===== src/rtl/multi_button_ctrl.sv =====
// rtl/multi_button_ctrl.sv - N-channel button synchroniser, debouncer and edge/long-press/repeat event generator
// Optional hold FSM (long-press and auto-repeat) is built when MULTI_BUTTON_REPEAT_EN is defined.
module multi_button_ctrl #(
    parameter int N_BTN        = 4,
    parameter int ACTIVE_LOW   = 1,
    parameter int DEBOUNCE_CYC = 500000,
    parameter int LONG_CYC     = 25000000,
    parameter int REPEAT_CYC   = 5000000
) (
    input  logic             i_clk,
    input  logic             i_rst_n,
    input  logic [N_BTN-1:0] i_btn,
    output logic [N_BTN-1:0] o_btn_state,
    output logic [N_BTN-1:0] o_flag_btn_down,
    output logic [N_BTN-1:0] o_flag_btn_up,
    output logic [N_BTN-1:0] o_flag_btn_long,
    output logic [N_BTN-1:0] o_flag_btn_rep
);

    localparam int             DW      = $clog2(DEBOUNCE_CYC) + 1;
    localparam logic [DW-1:0]  DB_TERM = DW'(DEBOUNCE_CYC - 1);
    localparam logic           REL_LVL = (ACTIVE_LOW != 0);

    if (N_BTN < 1 || N_BTN > 32 || DEBOUNCE_CYC < 1 || LONG_CYC < 1 || REPEAT_CYC < 1) begin : g_bad_param
        $error("multi_button_ctrl: parameter out of range");
    end

    logic [N_BTN-1:0] sync1;
    logic [N_BTN-1:0] sync2;
    logic [N_BTN-1:0] pressed_raw;

    // Synchroniser idles at the released pin level so reset never looks like a press.
    always_ff @(posedge i_clk or negedge i_rst_n) begin
        if (!i_rst_n) begin
            sync1 <= {N_BTN{REL_LVL}};
            sync2 <= {N_BTN{REL_LVL}};
        end else begin
            sync1 <= i_btn;
            sync2 <= sync1;
        end
    end

    assign pressed_raw = sync2 ^ {N_BTN{REL_LVL}};

`ifdef MULTI_BUTTON_REPEAT_EN
    localparam int            HMAX      = (LONG_CYC > REPEAT_CYC) ? LONG_CYC : REPEAT_CYC;
    localparam int            HW        = $clog2(HMAX) + 1;
    localparam logic [HW-1:0] LONG_TERM = HW'(LONG_CYC - 1);
    localparam logic [HW-1:0] REP_TERM  = HW'(REPEAT_CYC - 1);

    typedef enum logic [1:0] {
        ST_REL  = 2'd0,
        ST_HOLD = 2'd1,
        ST_LONG = 2'd2
    } hold_st_t;
`endif

    for (genvar i = 0; i < N_BTN; i++) begin : g_ch
        logic [DW-1:0] db_cnt;
        logic          state_q;
        logic          down_q;
        logic          up_q;
        logic          mismatch;
        logic          accept;

        assign mismatch = pressed_raw[i] ^ state_q;
        assign accept   = mismatch && (db_cnt == DB_TERM);

        always_ff @(posedge i_clk or negedge i_rst_n) begin
            if (!i_rst_n) begin
                db_cnt  <= '0;
                state_q <= 1'b0;
                down_q  <= 1'b0;
                up_q    <= 1'b0;
            end else begin
                down_q <= accept & ~state_q;
                up_q   <= accept & state_q;
                if (!mismatch || accept) begin
                    db_cnt <= '0;
                end else begin
                    db_cnt <= db_cnt + DW'(1);
                end
                if (accept) begin
                    state_q <= ~state_q;
                end
            end
        end

        assign o_btn_state[i]     = state_q;
        assign o_flag_btn_down[i] = down_q;
        assign o_flag_btn_up[i]   = up_q;

`ifdef MULTI_BUTTON_REPEAT_EN
        hold_st_t      hold_st;
        logic [HW-1:0] hold_cnt;
        logic          long_q;
        logic          rep_q;

        // A release accepted on the same edge as a terminal count wins over long/repeat.
        always_ff @(posedge i_clk or negedge i_rst_n) begin
            if (!i_rst_n) begin
                hold_st  <= ST_REL;
                hold_cnt <= '0;
                long_q   <= 1'b0;
                rep_q    <= 1'b0;
            end else begin
                long_q <= 1'b0;
                rep_q  <= 1'b0;
                case (hold_st)
                    ST_REL: begin
                        hold_cnt <= '0;
                        if (accept && !state_q) begin
                            hold_st <= ST_HOLD;
                        end
                    end
                    ST_HOLD: begin
                        if (accept) begin
                            hold_st  <= ST_REL;
                            hold_cnt <= '0;
                        end else if (hold_cnt == LONG_TERM) begin
                            long_q   <= 1'b1;
                            hold_cnt <= '0;
                            hold_st  <= ST_LONG;
                        end else begin
                            hold_cnt <= hold_cnt + HW'(1);
                        end
                    end
                    ST_LONG: begin
                        if (accept) begin
                            hold_st  <= ST_REL;
                            hold_cnt <= '0;
                        end else if (hold_cnt == REP_TERM) begin
                            rep_q    <= 1'b1;
                            hold_cnt <= '0;
                        end else begin
                            hold_cnt <= hold_cnt + HW'(1);
                        end
                    end
                    default: begin
                        hold_st  <= ST_REL;
                        hold_cnt <= '0;
                    end
                endcase
            end
        end

        assign o_flag_btn_long[i] = long_q;
        assign o_flag_btn_rep[i]  = rep_q;
`endif
    end

`ifndef MULTI_BUTTON_REPEAT_EN
    assign o_flag_btn_long = '0;
    assign o_flag_btn_rep  = '0;
`endif

endmodule


===== config.mk =====
export PLATFORM = sky130hd
export DESIGN_NAME = multi_button_ctrl
export DESIGN_NICKNAME = d
export VERILOG_FILES = /design/src/rtl/multi_button_ctrl.sv
export SDC_FILE = /design/constraint.sdc
export NUM_CORES = 1
export LEC_CHECK = 0
export ABC_AREA = 1
export BUFFER_PORTS_ARGS = -buffer_cell sky130_fd_sc_hd__buf_2
export CORE_MARGIN = 5
export CORE_UTILIZATION = 40
export CTS_BUF_LIST = sky130_fd_sc_hd__clkbuf_8
export CTS_CLUSTER_DIAMETER = 30
export DETAILED_ROUTE_END_ITERATION = 12
export PLACE_DENSITY = 0.62
export SYNTH_ARGS = -nofsm -noshare
export SYNTH_HDL_FRONTEND = slang
export SYNTH_SLANG_ARGS = --single-unit

===== constraint.sdc =====
create_clock -name i_clk -period 4.2 [get_ports i_clk]
set_clock_uncertainty 0.15 [all_clocks]
set_input_delay 0.63 -clock i_clk [delete_from_list [all_inputs] [get_ports i_clk]]
set_output_delay 0.63 -clock i_clk [all_outputs]
set_load 0.01 [all_outputs]

# After elaboration in Yosys (flattened, before gate mapping)
# Index checks and enable logic that the tools add are counted.
# W data, S select, Z words.
word_totals:
  register_bits: 100
  elab_cells: 59
  in_bits: 6
  out_inout_bits: 20
classes:
  bitwise_logic: 17
  n_reduce_logical: 12
  n_eq_ne: 4
  muxes: 4
  n_addsub: 4
ops:
  columns: ["op", "count"]
  rows:
  - ["$add A20 B1 Y20 const B", 4]
  - ["$eq A20 B19 Y1 const B", 4]
  - ["$mux W20", 4]
  - ["$and A1 B1 Y1", 8]
  - ["$logic_and A1 B1 Y1", 4]
  - ["$logic_not A1 Y1", 4]
  - ["$logic_or A1 B1 Y1", 4]
  - ["$not A1 Y1", 4]
  - ["$not A4 Y4", 1]
  - ["$xor A1 B1 Y1", 4]

# Depth between registers and ports, before layout
logic_depth:
  ltp_word: 5
  depth_mapped: 9
  mapped_depth_nobuf: 9

# Least setup slack after synthesis
# Ideal clock, no wire load.
synth_path:
  kind: "register to register"
  from: "register g_ch[2].db_cnt[0]"
  to: "register g_ch[2].db_cnt[16]"
  path_slack_ps: 2674
  period_less_slack_ps: 1526
  setup_time_ps: 116
  arrival_time_ps: 1260
  t_required_ps: 3934
  n_path_buf: 1
  stages_incl_launch_ff: 8
  path_cell_list: "dfrtp_1 > ha_1 > nand3_1 > nor2_1 > nand3_2 > nand2_4 > buf_6 > nor2_1"
synth_via:
  elab_chain_cells: 4
  word_cells_on_any_way: 5
  cone_classes: "1 x add/sub; 1 x eq/ne; 1 x mux; 2 x reduce/logical"
synth_rtl:
  columns: ["element", "line_no", "text"]
  rows:
  - ["start: declaration", "59", "logic [DW-1:0] db_cnt;"]
  - ["start signal: assignment", "81", "db_cnt <= db_cnt + DW'(1);"]
  - ["parallel branches: the longest is 3 deep, another holds $add A20 B1 Y20", null, null]
  - ["$mux W20 (*)", "78", "if (!mismatch || accept) begin"]
# Mark *: on every way between the ends.
# A chain may end at the register's enable or synchronous reset.

# Worst setup path after layout
layout_path:
  from: "register g_ch[1].state_q"
  to: "output o_btn_state[1]"
layout_lines:
  columns: ["element", "line_no", "text"]
  rows:
  - ["start: declaration", "60", "logic state_q;"]
  - ["start signal: assignment", "84", "state_q <= ~state_q;"]
  - ["end: declaration", "13", "output logic [N_BTN-1:0] o_btn_state,"]
# No word-level cell between the ends.

==> results.md <==
Power
• power density cells: 279.9 nW/µm²
• combinational power share: 0.039
• switching share of total power: 0.2451
• power after layout: 1592 µW
• clock network fraction of total power: 0.339
• total leakage power: 0.002480 µW
• sequential power share: 0.622
• Psw: 390.2 µW
• peak supply drop: 0.0001207 V
• internal power consumption: 1202 µW

Die
• Placeable Area: 13240 µm²
• area of the die: 15890 µm²
• vertical die dimension: 126.1 µm
• DIE WIDTH: 126.1 µm
• number of cell rows: 42
• starting utilization of the core area: 0.4068
• I/O pin total: 26

Clocking
• insertion delay to the later sink of the worst-skew pair: 0.38 ns
• clock root buffer: clkbuf_8
• count of buffers added by post-CTS timing repair for setup: 0
• TritonCTS clock tree: built
• depth of the CTS H-tree: 3
• Reg clk slew, reported paths: 0.10 ns
• total CTS buffers: 9
• maximum count of clock buffers along a single path: 2
• total clock sinks: 100
• hold buffer count at cts: 0
• post-CTS resize count: 0

Finish
• area of the multi-input gates: 2435 µm²
• sequential standard cell area: 2512 µm²
• FILL cells: 1352
• Antenna Cells: 0
• share of post-route cells with drive strength above 1: 0.1086
• nets@finish: 714
• Layout Area Growth over Synthesis: 5.574%

Place
• gp weighted congestion: 0.8563
• # port buffers: 17
• placed wire-length estimate: 7281 µm

Status
• run status: finished clean

Logic synthesis
• gate count after technology mapping: 692
• count of synthesis-stage warnings from yosys: 0
• mean post-synth cell area: 7.786 µm²
• register bit count reported by yosys: 100
• largest area contributor in the synthesized netlist: dfrtp_1
• fraction of synthesized cell area taken by the top area cell type: 0.4273
• sequential-to-total area share from yosys stat: 0.4663
• post-synthesis instance area: 5388 µm²
• count of distinct cell types in the synthesized netlist: 26
• biggest area contributors in the synthesized netlist: dfrtp_1 43%, nor2_1 11%, nand2_1 11%

Critical path
• category of the most critical setup path: register to primary output
• top fanout value on the critical path: 5
• capturing element type of the critical path: primary output
• Critical Path Max Stage Delay: 0.44 ns
• Top delay family on crit path: flip-flops
• Crit path required time: 3.42 ns
• Critical R2R Launch: g_ch[2].db_cnt[0]$_DFF_PN0_
• library cell contributing the largest single delay on the critical path: dfrtp_1
• buffering stage count on the worst path with inverters included: 1
• slack of the worst reg-to-reg path: 2.47 ns
• endpoint of the lowest-slack register-to-register path: g_ch[2].db_cnt[16]$_DFF_PN0_
• count of cells along the worst register-to-register path: 6
• arrival time of the worst setup path: 0.97 ns
• cell-by-cell listing of the critical path: buf_2
• Startpoint Class: register

STA
• RSZ-0062 raised after global routing: no
• setup TNS after final layout: 0 ns
• number of max-slew violations in the final report: 0
• timing-limited maximum frequency: 570.0 MHz
• final setup violation count: 0
• Slew @ Worst Pin: 0.9681 ns
• count of endpoints failing hold in the final timing report: 0
• time the final worst path needs with I/O delays and setup: 1.754 ns
• final worst path period share: 0.4177
• slew margin rel.: 0.3546

Route
• final wirelength: 10000 µm
• number of DRC violations after detailed routing: 0
• number of DRC markers in iteration 0: 186
• Detail Route Antenna Nets: 0
• wire per inst: 11.30 µm
• Via Count: 4134
• number of vias per cell after detailed routing: 4.671
• detailed-router iteration count before antenna repair: 4

Global route
• number of global-route vias before repair: 3937
• pin count of the biggest net entering global routing: 79
• wire length of the first global-routing pass: 18000 µm
• global-route usage over all layers: 0.1355
• initial antenna violation count: 0
• residual overflow from global routing: 0

Flow run
• number of max-capacitance violations reported: 0

Hold path
• Worst Hold Path Cells: 1
• startpoint of the worst hold path: i_btn[2]
• path class of the lowest-slack min-delay path: input pin to register
• Hold Path End: sync1[2]$_DFF_PN1_

## registers in the layout, summed over array words and instances (netlist names)
signal        count
g_ch.db_cnt      80
g_ch.down_q       4
g_ch.state_q      4
g_ch.up_q         4
sync1             4
sync2             4
## final cells by class
type	count	share of cell area
clock buffer	9	0.02178
inverter	70	0.04619
tap	176	0.03872
clock inverter	7	0.006819
sequential	100	0.4417
timing repair buffer	18	0.01672
multi-input combinational	505	0.4281
## through the flow
step                hold WS, ns  setup slack (ns)  area, µm²    util  instances
floorplan                0.1844             2.674       5414       -        699
global placement         0.1959             2.256       5525  0.4172        869
detailed placement       0.1987             2.222       5525  0.4172        869
CTS                      0.1635             2.416       5688  0.4295        885
global route             0.1565             2.314       5688  0.4295        885
finish                   0.1918             2.446       5688  0.4295        885
## cells in the mapped netlist
cell type and count:
inv_2 2, nand3_4 1, a21oi_1 10, xor2_1 28, dfrtp_1 92, nand2_1 154
nand2_2 2, buf_12 1, o21ai_0 5, nand3_1 60, nor3_1 7, inv_1 68
buf_6 3, nand2_4 4, xnor2_1 13, nand4_1 9, conb_1 1, o21bai_1 5
nor2_4 4, nor2_2 22, and2_1 1, nand3_2 3, buf_4 20, ha_1 4
dfstp_2 8, nor2_1 165
## cell usage in the layout (no fill, tap or decap)
cell          n
a21oi_1      10
nor2_4        4
o21ai_0       5
inv_2         2
xor2_1       28
nand3_1      60
and2_1        1
buf_2        16
xnor2_1      13
dfstp_2       8
nor3_1        7
nand2_2       2
clkbuf_8      9
inv_1        71
nand3_4       1
nor2_1      165
clkinvlp_4    3
dfrtp_1      92
clkinv_2      1
nand2_4       4
nand2_1     154
o21bai_1      5
buf_4         2
nand4_1       9
nand3_2       3
conb_1        8
nor2_2       22
ha_1          4
## logic make-up (layout without fill, tap and decap cells)
group                    after synthesis  count (layout)  share of synthesized area
AO/OA/AOI/OAI                         20              20                    0.02090
adder cells (fa/ha/maj)                4               4                   0.009290
AND/OR/NAND/NOR                      432             432                     0.3495
flip-flops                           100             100                     0.4663
other                                  1               8                  0.0006960
XOR/XNOR                              41              41                    0.06665
buffers and inverters                 94             104                    0.08662
## power groups by stage
| stage | registers (µW) | logic (µW) | clock network (µW) |
|---|---|---|---|
| 5_1_grt | 993 | 74.5 | 604 |
| 6_report | 990 | 62.1 | 539 |
| 3_5_place_dp | 1010 | 64.9 | 0 |
| 2_1_floorplan | 1010 | 45.5 | 0 |
| 4_1_cts | 991 | 65.1 | 572 |
| 3_3_place_gp | 1010 | 63.5 | 0 |
## worst max path at each step
stage / from / endpoint / slack [ns] / depth (start not counted)
finish: g_ch[1].state_q$_DFFE_PN0P_ / o_btn_state[1] / 2.45 / 1
global route: g_ch[0].db_cnt[0]$_DFF_PN0_ / g_ch[0].db_cnt[11]$_DFF_PN0_ / 2.31 / 6
CTS: g_ch[0].state_q$_DFFE_PN0P_ / o_btn_state[0] / 2.42 / 1
detailed placement: i_rst_n / sync1[3]$_DFF_PN1_ / 2.22 / 2
global placement: i_rst_n / sync2[3]$_DFF_PN1_ / 2.26 / 2
floorplan: g_ch[2].db_cnt[0]$_DFF_PN0_ / g_ch[2].db_cnt[16]$_DFF_PN0_ / 2.67 / 7
## routing by layer
layer	share of wire	vias to the layer above	global-route usage	routed length [µm]
met2	0.46	49	0.2163	4591
met4	0.0092	0	0.03344	92
met1	0.49	1941	0.1809	4916
met3	0.040	9	0.04191	403
met5	0	-	0	0
li1	-	2135	-	-
No activity file was read; power rests on OpenSTA's default activity.
